===== src/rtl/arb_pkg.sv =====
// Shared constants and types for the 8-way round-robin arbiter.
// Imported by the picker and the arbiter top.
package arb_pkg;

  localparam int NUM_REQ   = 8;
  localparam int REQ_IDX_W = 3;

  typedef enum logic {
    IDLE,
    GRANT
  } arb_state_t;

endpackage


===== src/rtl/rr_pick8.sv =====
// Rotating-priority pick: first set req bit at or above ptr,
// wrapping from 7 to 0. Purely combinational.
module rr_pick8
  import arb_pkg::*;
(
  input  logic [NUM_REQ-1:0]   req,
  input  logic [REQ_IDX_W-1:0] ptr,
  output logic                 found,
  output logic [REQ_IDX_W-1:0] idx
);

  logic [NUM_REQ-1:0]   rot;
  logic [REQ_IDX_W-1:0] off;

  assign rot = NUM_REQ'({req, req} >> ptr);

  // lowest set bit of the rotated vector wins
  always_comb begin
    off = '0;
    for (int i = NUM_REQ - 1; i >= 0; i--) begin
      if (rot[i]) off = REQ_IDX_W'(i);
    end
  end

  assign found = |req;
  assign idx   = off + ptr;

endmodule


===== src/rtl/rr_arbiter8.sv =====
// Round-robin arbiter for 8 requesters with a hold-limit timer.
// Grants are registered; one idle cycle separates any two grants.
module rr_arbiter8
  import arb_pkg::*;
#(
  parameter int MAX_HOLD = 16
)
(
  input  logic                 clk,
  input  logic                 rst,
  input  logic [NUM_REQ-1:0]   req,
  output logic [NUM_REQ-1:0]   gnt,
  output logic [REQ_IDX_W-1:0] gnt_id,
  output logic                 busy
);

  localparam int CW = $clog2(MAX_HOLD);
  localparam logic [CW-1:0] LAST = CW'(MAX_HOLD - 1);

  arb_state_t           state;
  logic [REQ_IDX_W-1:0] ptr;
  logic [CW-1:0]        hold_cnt;
  logic                 found;
  logic [REQ_IDX_W-1:0] pick;
  logic                 rel;

  rr_pick8 u_pick (
    .req   (req),
    .ptr   (ptr),
    .found (found),
    .idx   (pick)
  );

  // owner dropped its request or used up its hold budget
  assign rel = !req[gnt_id] || (hold_cnt == LAST);

  // arbitration FSM with registered grant outputs
  always_ff @(posedge clk) begin
    if (rst) begin
      state    <= IDLE;
      ptr      <= '0;
      hold_cnt <= '0;
      gnt      <= '0;
      gnt_id   <= '0;
      busy     <= 1'b0;
    end else begin
      unique case (state)
        IDLE: begin
          if (found) begin
            gnt      <= NUM_REQ'(1) << pick;
            gnt_id   <= pick;
            busy     <= 1'b1;
            hold_cnt <= '0;
            state    <= GRANT;
          end
        end
        GRANT: begin
          if (rel) begin
            gnt    <= '0;
            gnt_id <= '0;
            busy   <= 1'b0;
            ptr    <= gnt_id + REQ_IDX_W'(1);
            state  <= IDLE;
          end else begin
            hold_cnt <= hold_cnt + CW'(1);
          end
        end
        default: state <= IDLE;
      endcase
    end
  end

endmodule


===== config.mk =====
export PLATFORM = sky130hd
export DESIGN_NAME = rr_arbiter8
export DESIGN_NICKNAME = d
export VERILOG_FILES = /design/src/rtl/arb_pkg.sv /design/src/rtl/rr_pick8.sv /design/src/rtl/rr_arbiter8.sv
export SDC_FILE = /design/constraint.sdc
export NUM_CORES = 1
export LEC_CHECK = 0
export ABC_AREA = 0
export ABC_CLOCK_PERIOD_IN_PS = 3400
export CAP_MARGIN = 20
export CORE_MARGIN = 1.5
export CORE_UTILIZATION = 50
export CTS_CLUSTER_SIZE = 8
export DETAILED_ROUTE_END_ITERATION = 16
export GPL_ROUTABILITY_DRIVEN = 1
export PLACE_DENSITY = 0.76
export SLEW_MARGIN = 10
export SYNTH_ARGS = -nofsm -noshare
export SYNTH_HDL_FRONTEND = slang
export SYNTH_SLANG_ARGS = --single-unit

===== constraint.sdc =====
create_clock -name clk -period 3.4 [get_ports clk]
set_clock_uncertainty 0.2 [all_clocks]
set_input_delay 0.51 -clock clk [delete_from_list [all_inputs] [get_ports clk]]
set_output_delay 0.51 -clock clk [all_outputs]
set_load 0.005 [all_outputs]

# Yosys cells after proc, flatten, opt, wreduce, memory -nomap -nowiden
# Cells that the tools add are included.
# word_totals
regBits	20
# op_classes
shifts	2
eq_ne	4
n_bitwise	1
n_addsub	3
magnitude_cmp	1
n_mux	25
n_reduce_logical	6
# ops
cell	n
$mux W3	10
$mux W8	2
$pmux W8 S2	1
$shr A16 B3 Y8	1
$mux W4	2
$pmux W4 S2	1
$reduce_or A8 Y1	1
$shl A1 B3 Y8 const A	1
$pmux W3 S2	1
$reduce_and A2 Y1	3
$mux W1	5
$add A4 B1 Y4 const B	1
$eq A4 B4 Y1 const B	1
$lt A3 B4 Y1 const B	1
$ne A2 B2 Y1 const B	2
$pmux W1 S2	2
$add A3 B1 Y3 const B	1
$add A3 B3 Y3	1
$bmux W1 S3	1
$ne A2 B1 Y1 const B	1
$logic_not A1 Y1	1
$logic_or A1 B1 Y1	1
$not A1 Y1	1

# Logic depth before layout (Yosys ltp)
# Gate-level depths: netlist of the first run.
# logic_depth
depth_word	13
ltp_mapped	16
ltp_nobuf	14

# By module
# From an unflattened synthesis of the first run, not the netlist that was laid out.
# hier_totals
cells_unflattened	162
hier_area_um2	1491.4
# by_module_without_submodules
mod	cells_per_inst	instances	seq_area_each_um2	area_each_um2
rr_arbiter8	112	1	400.4	972.2
rr_pick8	50	1	0.0	519.2

# Worst setup path after synthesis of the first run
# OpenSTA, ideal clock, no wires.
# synth_timing
kind	reg-to-reg
from	reg ptr[1]
to	reg gnt[0]
arrival_time_ps	3322
path_stages_with_launch	15
n_path_buf	3
slack_ps	-196
setup_time_ps	74
path_cell_list	dfxtp_1 > buf_6 > buf_8 > buf_8 > mux2i_2 > nor2_1 > or3_1 > or4_1 > nand3_1 > ha_1 > inv_1 > fa_1 > nand2_1 > or4b_1 > o211ai_2
# synth_between
elab_chain_len	13
# synth_rtl
element	line_no	rtl
start: declaration	rr_arbiter8.sv:21	logic [REQ_IDX_W-1:0] ptr;
start signal: assignment	rr_arbiter8.sv:62	ptr <= gnt_id + REQ_IDX_W'(1);
$shr A16 B3 Y8	rr_pick8.sv:15	assign rot = NUM_REQ'({req, req} >> ptr);
$mux W3 (8 in series)	rr_pick8.sv:21	if (rot[i]) off = REQ_IDX_W'(i);
$add A3 B3 Y3 *	rr_pick8.sv:26	assign idx = off + ptr;
$shl A1 B3 Y8 *	rr_arbiter8.sv:50	gnt <= NUM_REQ'(1) << pick;
$mux W8 *	rr_arbiter8.sv:49	if (found) begin
$pmux W8 S2 *	rr_arbiter8.sv:47	unique case (state)
end signal: assignment	rr_arbiter8.sv:50	
end: declaration	rr_arbiter8.sv:12	output logic [NUM_REQ-1:0] gnt,
# Every way passes the cells marked *; elsewhere a longest branch is shown, timed or not. The select of a mux whose other input is x is not followed.
# A chain may end at the register's enable or synchronous reset.

# Final worst setup path of the first run
# Ends and elaborated chain as after synthesis.

==> results.md, run 1 <==
- Antenna Diode Count: 0
- Run status: finished, final reports clean
- Setup slack of the most critical reg-to-reg path: 0.05 ns
- Root buf cell: sky130_fd_sc_hd__clkbuf_4
- Depth of the most critical reg-to-reg path: 11
- Post-synth cell types: 53
- Final nets: 294
- Power per standard cell area: 412 nW/µm²
- Startpoint type of the worst setup path: register
- Fraction of layout cells with a size suffix above 1: 35.5%
- Top fanout value on the critical path: 5
- Hold Fails Final Rpt: 0
- Cell with the biggest individual delay on the critical path: sky130_fd_sc_hd__fa_2
- Gate Count Post-Synth: 219
- Detailed Routing Iterations Pass 1: 4
- Number of clock sinks: 20
- Number of cell rows: 21
- Chip height: 62.5 µm
- Post-CTS clock slew at the launch and capture registers of the worst setup and hold paths: 0.13 ns
- Vias: 1835
- Die area: 3910 µm²
- Total wirelength of the detailed-routed design: 4650 µm
- Cell-internal power: 0.000645 W
- Wire per inst: 14.3 µm
- Most common flop cell mapped by yosys: sky130_fd_sc_hd__dfxtp_1
- Leading cell types in the layout, fill and taps excluded: sky130_fd_sc_hd__buf_4, sky130_fd_sc_hd__nor2_1, sky130_fd_sc_hd__nand2_1
- Worst hold path cell count: 2
- Cells along the critical path: mux2i_4, nor2_1, or3_1, or4_4, nand3_2, ha_4, inv_2, fa_2, nand2_2, or4b_4, o211ai_2
- Maximum operating frequency: 0.298 GHz
- Critical path endpoint category: register
- CP Class: register to register
- Crit path largest cell delay: 0.65 ns
- Core ar.: 3360 µm²
- Avg Synthesized Cell Area: 8.10 µm²
- Final core utilization: 72.8%
- RSZ-0062 raised after global routing: true
- Total global routing track utilization: 24.9%
- Number of global-route vias before repair: 1718
- First DRT Iteration DRCs: 61
- Total of flip-flops plus latches after synthesis: 20
- Overall die width: 62.5 µm
- Worst-case clock buffer depth: 2
- Placed Cells incl. Taps: 320
- Remaining global-route overflow: 0
- Antenna violations before repair: 0
- Vias per std cell: 5.65
- Design Area, Final: 2450 µm²
- Part of the power in combinational logic: 50.3%
- Detailed Place HPWL: 3560 µm
- Share of async-settable or async-resettable flops after synthesis: 0%
- DRC: 0
- Post-detailed-route count of antenna-violating nets: 0
- Netlist area before placement: 1770 µm²
- I/O pin count: 22
- EDFF count, synth: 0
- Pin count of the biggest net entering global routing: 20
- PortBufs: 21
- Timing startpoint of the critical path: ptr[1]
- Share of synthesized area occupied by flip-flops and latches: 22.6%
- Final setup violation count: 0
- Clock insertion delay at the later pin of the skew report: 0.32 ns
- Routability-driven placement congestion ratio: 0.897
- Worst Tran Pin Value: 0.556 ns
- Min Clock Period, post-route: 3.35 ns
- Hold-fix buffers at CTS: 0
- Count of maximum capacitance violations: 0
- Worst vdd rail ir drop: 0.277 mV
- Area overhead of the layout relative to synthesis: 38.0%
- CTS tree: yes
- Inserted Clock Buffers: 3
- End of the critical path: gnt[0]
- Most common cell after layout, fill and taps aside: sky130_fd_sc_hd__buf_4
- Starting Density: 52.7%
- Net switching component of the power: 0.000363 W
- Period Utilization, post-route: 98.5%
- Net count after synthesis: 233
- H-tree depth reported by CTS: 1
- Reg2Reg Capture Point: gnt[0]
- Worst Path Required: 3.46 ns
- Reg-to-reg critical path startpoint: ptr[1]
- Standard cell area after detailed placement: 2330 µm²
- Filler-free cell count of the finished design: 325
- Total number of yosys warnings: 0
- Clock Power Share: 20.0%
- Net Sw Frac: 36.0%
- Global-route wire length before repair: 7960 µm
- Slew margin rel.: 62.8%
- Hold Path Class: register to register
- Leakage power summed over all cells: 0.960 nW
- Reg power frac: 29.7%
- Pins Over Slew Limit: 0
- Worst Path Arrival: 3.41 ns
[layer usage]
layer	wire length (µm)	global-route usage, %
met1	2220	35.4
met2	2150	39.7
met3	253	3.96
met4	34	5.56
met5	0	0
[cell usage after synthesis, types with 3 or more instances]
cell	count	area [µm²]
sky130_fd_sc_hd__o21ai_1	5	25.0
sky130_fd_sc_hd__nand3_1	8	40.0
sky130_fd_sc_hd__nand2b_1	3	18.8
sky130_fd_sc_hd__nor3_1	7	35.0
sky130_fd_sc_hd__mux4_2	6	135
sky130_fd_sc_hd__buf_2	6	30.0
sky130_fd_sc_hd__nor2b_1	3	18.8
sky130_fd_sc_hd__nor2_1	30	113
sky130_fd_sc_hd__clkbuf_1	6	22.5
sky130_fd_sc_hd__inv_1	5	18.8
sky130_fd_sc_hd__o21ai_0	7	35.0
sky130_fd_sc_hd__o211ai_2	6	75.1
sky130_fd_sc_hd__nand2_1	26	97.6
sky130_fd_sc_hd__dfxtp_1	20	400
sky130_fd_sc_hd__a21oi_1	10	50.1
sky130_fd_sc_hd__xor2_1	3	26.3
sky130_fd_sc_hd__ha_1	3	37.5
sky130_fd_sc_hd__or4_1	3	22.5
sky130_fd_sc_hd__nand3b_1	3	22.5
sky130_fd_sc_hd__nor3_2	3	30.0
sky130_fd_sc_hd__mux2i_1	6	60.1
sky130_fd_sc_hd__or3_1	5	31.3
sky130_fd_sc_hd__a211oi_1	6	45.0
[timing repair]
item	4_1_cts	5_1_grt
buffers inserted	1	0
resized for setup	9	18
pin swaps	2	5
setup endpoints to repair	9	8
[worst max-delay path: cells and delay by family, from the launching register on]
family          cells  cell delay (ns)
compound gates      1             0.06
fa+ha+maj           2             0.78
buf+inv             1             0.03
flops               1             0.41
mux                 1             0.25
simple gates        6             1.57
[registers in the layout, summed over array words and instances (netlist names)]
register	count
ptr	3
state	1
hold_cnt	4
gnt	8
gnt_id	3
busy	1
[cell type report]
cell class	instances	area, µm²
sequential	20	408
clock inverter	1	30.0
multi-input combinational	177	1320
fill	281	916
clock buffer	3	22.5
inverter	6	22.5
timing repair buffer	72	592
tap	46	57.6
[how the worst min path moves through the flow]
stage / from / endpoint / slack [ns]
2_1_floorplan: gnt[3] / gnt[3] / 0.25
3_3_place_gp: gnt[3] / gnt[3] / 0.24
3_5_place_dp: gnt[4] / gnt[4] / 0.25
4_1_cts: gnt[3] / gnt[3] / 0.28
5_1_grt: gnt[1] / gnt[1] / 0.29
6_report: gnt[3] / gnt[3] / 0.27
[stage by stage]
stage	TNS [ns]	setup slack (ns)	hold slack, ns	power, W
3_5_place_dp	-4.57	-0.531	0.252	0.000779
4_1_cts	0	0.00540	0.279	0.000983
6_report	0	0.0493	0.272	0.00101
3_3_place_gp	-3.73	-0.448	0.241	0.000767
2_1_floorplan	-0.435	-0.138	0.250	0.000582
5_1_grt	-0.0900	-0.0790	0.295	0.00107
[cell families after synthesis]
family | share of synthesized area [%]
buffers and inverters | 7.20
XOR/XNOR | 1.48
multiplexers | 13.7
flip-flops | 22.6
AO/OA/AOI/OAI | 23.4
AND/OR/NAND/NOR | 28.4
adder cells (fa/ha/maj) | 3.25
[power groups by stage]
stage	combinational, W	clock [W]	sequential [W]
floorplan	0.000288	0	0.000295
CTS	0.000481	0.000203	0.000299
finish	0.000507	0.000202	0.000299
detailed placement	0.000475	0	0.000303
global placement	0.000466	0	0.000301
global route	0.000553	0.000214	0.000306
No activity file was read; power rests on OpenSTA's default activity.
==> run 2, diff against run 1 <==
ABC_CLOCK_PERIOD_IN_PS = 4100   (was 3400)
CORE_UTILIZATION = 55   (was 50)
PLACE_DENSITY = 0.79   (was 0.76)
clock period = 4.1 ns   (was 3.4 ns; I/O delays follow)
==> run 2 against run 1 <==
Wire length is 7.4% lower; via count is 4.5% lower; register-to-register slack better by 0.33 ns; clock-buffer cell count is 1 higher; first-iteration DRC count is 20% higher; global-route usage is 1.5 points higher; non-clock buffer count is 35 lower; largest power group unchanged.
==> results.md, run 2 (same netlist as run 1, synthesis figures left out) <==
- Pin count of the biggest net entering global routing: 26 (+30%)
- Critical path endpoint category: register
- Reg-to-reg critical path startpoint: ptr[2]
- Leading cell types in the layout, fill and taps excluded: sky130_fd_sc_hd__nor2_1, sky130_fd_sc_hd__nand2_1, sky130_fd_sc_hd__clkdlybuf4s50_1
- Leakage power summed over all cells: 0.752 nW (-22%)
- Total wirelength of the detailed-routed design: 4310 µm (-7.4%)
- Final core utilization: 68.7% (-4.1 points)
- Vias per std cell: 6.08 (+7.7%)
- Inserted Clock Buffers: 3 (unchanged)
- Maximum operating frequency: 0.257 GHz
- Hold Path Class: register to register
- Worst-case clock buffer depth: 2 (unchanged)
- PortBufs: 21 (unchanged)
- Root buf cell: sky130_fd_sc_hd__clkbuf_4
- CP Class: input pin to register
- Wire per inst: 15.0 µm (+4.6%)
- Min Clock Period, post-route: 3.90 ns
- Worst vdd rail ir drop: 0.251 mV (-9.4%)
- Post-CTS clock slew at the launch and capture registers of the worst setup and hold paths: 0.12 ns (about the same)
- Overall die width: 59.8 µm (-4.4%)
- Routability-driven placement congestion ratio: 0.896 (-0.11%)
- Worst Hold Launch: gnt[5]
- Cell with the biggest individual delay on the critical path: sky130_fd_sc_hd__fa_1
- Final setup slack of the worst path: 0.202 ns (+0.153 ns)
- Gate family responsible for the most delay along the worst path: simple AND/OR/NAND/NOR gates
- Pins Over Slew Limit: 0 (unchanged)
- Hold-fix buffers at CTS: 0 (unchanged)
- Run status: finished, final reports clean
- Detailed Routing Iterations Pass 1: 4 (unchanged)
- Worst Path Required: 4.15 ns (+0.69 ns)
- Final setup violation count: 0 (unchanged)
- Setup slack at placement: -0.123 ns (+0.407 ns)
- Crit path buf inv count: 2 (+1)
- Most common cell after layout, fill and taps aside: sky130_fd_sc_hd__nor2_1
- Slew margin rel.: 52.4% (-10 points)
- Worst Path Arrival: 3.95 ns (+0.54 ns)
- Final nets: 259 (-12%)
- Number of filler instances in the final layout: 276 (-1.8%)
- Period Utilization, post-route: 95.1%
- Crit path largest cell delay: 0.58 ns (-0.07 ns)
- Flip-flop count of the largest register, all copies and words added: 8 (unchanged)
- Cells along the critical path: clkdlybuf4s50_1, mux2i_1, nor2_1, or3_1, or4_1, nand3_1, ha_1, inv_1, fa_1, nand2_1, or4b_1, o211ai_2
- Antenna violations before repair: 0 (unchanged)
- WHS: 0.267 ns (-0.00515 ns)
- Top Registers: gnt (8), hold_cnt (4)
- Power per standard cell area: 332 nW/µm² (-19%)
- Remaining global-route overflow: 0 (unchanged)
- Antenna Diode Count: 0 (unchanged)
- Detailed Place HPWL: 3200 µm (-10%)
- Clock insertion delay at the later pin of the skew report: 0.31 ns (about the same)
- Total power draw: 0.000696 W (-31%)
- Timing startpoint of the critical path: req[3]
- Hold Fails Final Rpt: 0 (unchanged)
- Area overhead of the layout relative to synthesis: 18.3%
- Global-route wire length before repair: 7330 µm (-7.9%)
- Number of cell rows: 20 (-4.8%)
- I/O pin count: 22 (unchanged)
- Core ar.: 3050 µm² (-9.2%)
- RSZ-0062 raised after global routing: false
- Total global routing track utilization: 26.4% (+1.5 points)
- Chip height: 59.8 µm (-4.4%)
- Count of maximum capacitance violations: 0 (unchanged)
- Worst Tran Pin Value: 0.714 ns (+0.158 ns)
- Vias: 1752 (-4.5%)
- CTS tree: yes
- H-tree depth reported by CTS: 1 (unchanged)
- Startpoint type of the worst setup path: input pin
- Post-detailed-route count of antenna-violating nets: 0 (unchanged)
- Number of clock sinks: 20 (unchanged)
- Starting Density: 58.1% (+5.4 points)
- DRC: 0 (unchanged)
- First DRT Iteration DRCs: 73 (+20%)
- Die area: 3570 µm² (-8.7%)
- Register with the most flip-flops: gnt
- Number of global-route vias before repair: 1607 (-6.5%)
- Top fanout value on the critical path: 9 (+4)
- Fraction of layout cells with a size suffix above 1: 19.7% (-16 points)
-- run 2: cell types whose count changed in the layout (fill, tap and decap cells not counted), moves of 2 or more --
cell and change:
sky130_fd_sc_hd__inv_2 -2, sky130_fd_sc_hd__dfxtp_1 +2, sky130_fd_sc_hd__inv_1 +2, sky130_fd_sc_hd__buf_6 -2, sky130_fd_sc_hd__buf_4 -33, sky130_fd_sc_hd__dfxtp_4 -2, sky130_fd_sc_hd__dlygate4sd2_1 -5, sky130_fd_sc_hd__clkdlybuf4s50_1 +7
-- run 2: power by group --
group,internal (W),switching [W],total [W]
clock,0.0000542,0.0000624,0.000117
combinational,0.000153,0.000171,0.000324
sequential,0.000219,0.0000362,0.000255
total,0.000426,0.000270,0.000696
-- run 2: final cells by class --
cell class                 instances  area (µm²)  area share (%)
multi-input combinational        177        1250            59.7
sequential                        20         400            19.1
clock buffer                       4        36.3            1.73
inverter                           6        22.5            1.07
timing repair buffer              37         330            15.8
tap                               44        55.1            2.63
-- run 2: timing repair --
action                                  CTS  global route
buffers inserted                          0             0
endpoints found under the setup margin    0             3
endpoints found under the hold margin     0             0
resized for setup                         0             2
-- run 2: tightest hold or removal path: cells and delay by family (launching register included) --
family           cells  cell delay [ns]
AND/OR/NAND/NOR      2             0.10
flip-flops           1             0.34
-- run 2: metal layers --
| metal | part of all wire (%) | wire length (µm) | global-route usage (%) |
|---|---|---|---|
| met5 | 0 | 0 | 0 |
| met4 | 0.26 | 11 | 2.22 |
| met3 | 6.0 | 259 | 4.55 |
| met2 | 46 | 2000 | 43.3 |
| met1 | 47 | 2040 | 37.8 |
-- run 2: final timing paths --
kind / endpoint / slack, ns / cells past startpoint
min reg2reg: gnt[5] / 0.27 / 2
max reg2reg: gnt[0] / 0.38 / 12
min: gnt[5] / 0.27 / 2
max: gnt[0] / 0.20 / 12
-- run 2: stage by stage --
step                TNS [ns]  cell area [µm²]  std cells
floorplan                  0             1770        219
global placement           0             2050        284
detailed placement    -0.563             2050        284
CTS                        0             2090        288
global route               0             2100        288
finish                     0             2100        288
==> run 3, diff against run 2 <==
CORE_UTILIZATION = 25   (was 55)
PLACE_DENSITY = not set   (was 0.79)
PLACE_DENSITY_LB_ADDON = 0.1   (was not set)
==> run 3 against run 2 <==
Total power is 14% higher; global-route usage is 12 points lower; combinational power is 6.5% higher; hold slack worse by 0.0084 ns; maximum frequency is 1.0% higher; sequential share of layout area is 1.3 points lower; critical path depth is 1 higher; cell count is 20% higher; sequential power is 3% lower; worst setup slack better by 0.040 ns; design area is 7.0% higher; critical endpoint unchanged; largest power group unchanged; highest routed layer unchanged.
==> results.md, run 3 (same netlist as run 1, synthesis figures left out) <==
- Run status: finished, final reports clean
- I/O pin count: 22 (unchanged)
- Vias: 1734 (-1.0%)
- Fraction of layout cells with a size suffix above 1: 21.5% (+1.8 points)
- Vias per std cell: 5.00 (-18%)
- Number of clock sinks: 20 (unchanged)
- Routability-driven placement congestion ratio: 0.792 (-12%)
- Flip-flop count of the largest register, all copies and words added: 8 (unchanged)
- Slew margin rel.: 63.1% (+11 points)
- Placed Cells incl. Taps: 343 (+21%)
- Top Registers: gnt (8), hold_cnt (4)
- Worst Path Arrival: 3.85 ns (-0.10 ns)
- Critical path endpoint category: register
- Post-CTS clock slew at the launch and capture registers of the worst setup and hold paths: 0.08 ns (-0.04 ns)
- Clock insertion delay at the later pin of the skew report: 0.26 ns (-0.05 ns)
- Worst Path Required: 4.09 ns (-0.06 ns)
- CTS tree: yes
- Top fanout value on the critical path: 5 (-4)
- Final nets: 266 (+2.7%)
- Total global routing track utilization: 14.4% (-12 points)
- Wire per inst: 14.8 µm (-1.1%)
- First DRT Iteration DRCs: 158 (+120%)
- Number of cell rows: 30 (+50%)
- Register with the most flip-flops: gnt
- Root buf cell: sky130_fd_sc_hd__clkbuf_8
- Depth of the most critical reg-to-reg path: 11 (-1)
- Final setup violation count: 0 (unchanged)
- Hold Path Class: register to register
- Post-detailed-route count of antenna-violating nets: 0 (unchanged)
- Hold Fails Final Rpt: 0 (unchanged)
- RSZ-0062 raised after global routing: false
- Maximum operating frequency: 0.259 GHz (+1.0%)
- Core ar.: 6830 µm² (+120%)
- Worst Tran Pin Value: 0.552 ns (-0.162 ns)
- Reg2Reg Capture Point: gnt[0]
- Pins Over Slew Limit: 0 (unchanged)
- Cell with the biggest individual delay on the critical path: sky130_fd_sc_hd__or4_1
- Timing startpoint of the critical path: req[3]
- Crit path largest cell delay: 0.52 ns (-0.06 ns)
- Detailed Place HPWL: 3900 µm (+22%)
- PortBufs: 21 (unchanged)
- Inserted Clock Buffers: 3 (unchanged)
- Setup slack at placement: -0.112 ns (+0.0114 ns)
- Die area: 7610 µm² (+110%)
- Hold-fix buffers at CTS: 0 (unchanged)
- Worst vdd rail ir drop: 0.194 mV (-23%)
- Overall die width: 87.2 µm (+46%)
- Leading cell types in the layout, fill and taps excluded: sky130_fd_sc_hd__nor2_1, sky130_fd_sc_hd__nand2_1, sky130_fd_sc_hd__buf_4
- Setup slack of the most critical reg-to-reg path: 0.48 ns (+0.10 ns)
- Detailed Routing Iterations Pass 1: 4 (unchanged)
- Global-route wire length before repair: 8630 µm (+18%)
- Total wirelength of the detailed-routed design: 5140 µm (+19%)
- H-tree depth reported by CTS: 1 (unchanged)
- Power per standard cell area: 353 nW/µm² (+6.3%)
- Startpoint type of the worst setup path: input pin
- Remaining global-route overflow: 0 (unchanged)
- Starting Density: 26.0% (-32 points)
- Reg-to-reg critical path startpoint: ptr[1]
- Period Utilization, post-route: 94.1% (-0.98 points)
- Filler-free cell count of the finished design: 347 (+20%)
- Number of global-route vias before repair: 1647 (+2.5%)
- Chip height: 87.2 µm (+46%)
- Worst-case clock buffer depth: 2 (unchanged)
- Count of maximum capacitance violations: 0 (unchanged)
- CP Class: input pin to register
- Min Clock Period, post-route: 3.86 ns (-0.0403 ns)
- Cells along the critical path: clkdlybuf4s50_1, nand2b_1, a31oi_1, o32a_1, nor2_1, or4_1, nand3_1, ha_1, inv_1, fa_1, nor3_1, or4b_1, o211ai_2
- DRC: 0 (unchanged)
- Pin count of the biggest net entering global routing: 25 (-3.8%)
- Most common cell after layout, fill and taps aside: sky130_fd_sc_hd__nor2_1
- Leakage power summed over all cells: 0.799 nW (+6.3%)
- Antenna violations before repair: 0 (unchanged)
- Final setup slack of the worst path: 0.242 ns (+0.0403 ns)
- End of the critical path: gnt[0]
- Area overhead of the layout relative to synthesis: 26.6%
- Antenna Diode Count: 0 (unchanged)
-- run 3: changes by cell type in the layout (fill, tap and decap cells not counted) --
cell                        delta
sky130_fd_sc_hd__nor3_2        -1
sky130_fd_sc_hd__nor3_1        +1
sky130_fd_sc_hd__bufinv_16     +1
sky130_fd_sc_hd__clkbuf_4      -3
sky130_fd_sc_hd__clkbuf_8      +2
sky130_fd_sc_hd__buf_4         +7
-- run 3: layer usage --
metal / GRT usage, % / wire [µm] / part of all wire (%)
met1: 21.2 / 2590 / 50
met2: 22.6 / 2320 / 45
met3: 2.37 / 200 / 3.9
met4: 1.88 / 25 / 0.49
met5: 0 / 0 / 0
-- run 3: layout make-up --
cell class	count	area, µm²
clock buffers	3	41.3
flip-flops and latches	20	400
multi-input cells	177	1250
clock inverters	1	30.0
repair buffers	44	383
inverters	6	22.5
well taps	96	120
fillers	780	4590
-- run 3: worst min-delay path by stage --
stage | from | endpoint | slack [ns] | cells after the start
after floorplan | gnt[1] | gnt[1] | 0.25 | 2
after global placement | gnt[3] | gnt[3] | 0.24 | 2
after detailed placement | gnt[3] | gnt[3] | 0.25 | 2
after CTS | gnt[1] | gnt[1] | 0.27 | 2
after global routing | gnt[5] | gnt[5] | 0.29 | 2
final | gnt[3] | gnt[3] | 0.26 | 2
-- run 3: worst max-delay path, delay by kind of cell --
| family | cells | cell delay, ns |
|---|---|---|
| AO/OA/AOI/OAI | 3 | 0.41 |
| adder cells (fa/ha/maj) | 2 | 0.57 |
| buffers and inverters | 2 | 0.56 |
| AND/OR/NAND/NOR | 6 | 1.70 |
-- run 3: what timing repair did --
action | 4_1_cts | 5_1_grt
buffers inserted | 0 | 0
endpoints found under the setup margin | 0 | 1
resized for setup | 0 | 1
-- run 3: power by group --
group / internal (W) / total, W / switching (W) / leakage (nW)
clock network: 0.000130 / 0.000200 / 0.0000694 / 0.0357
registers: 0.000219 / 0.000248 / 0.0000289 / 0.163
logic: 0.000161 / 0.000345 / 0.000184 / 0.600
total: 0.000510 / 0.000792 / 0.000282 / 0.799
-- run 3: per-stage QoR --
stage / instance area [µm²] / hold slack (ns) / power [W] / TNS, ns / util, %
floorplan: 1770 / 0.250 / 0.000476 / 0 / -
global placement: 2170 / 0.242 / 0.000598 / -0.187 / 31.8
detailed placement: 2170 / 0.252 / 0.000597 / -0.283 / 31.8
CTS: 2240 / 0.272 / 0.000805 / 0 / 32.8
global route: 2240 / 0.295 / 0.000855 / 0 / 32.9
finish: 2240 / 0.259 / 0.000792 / 0 / 32.9
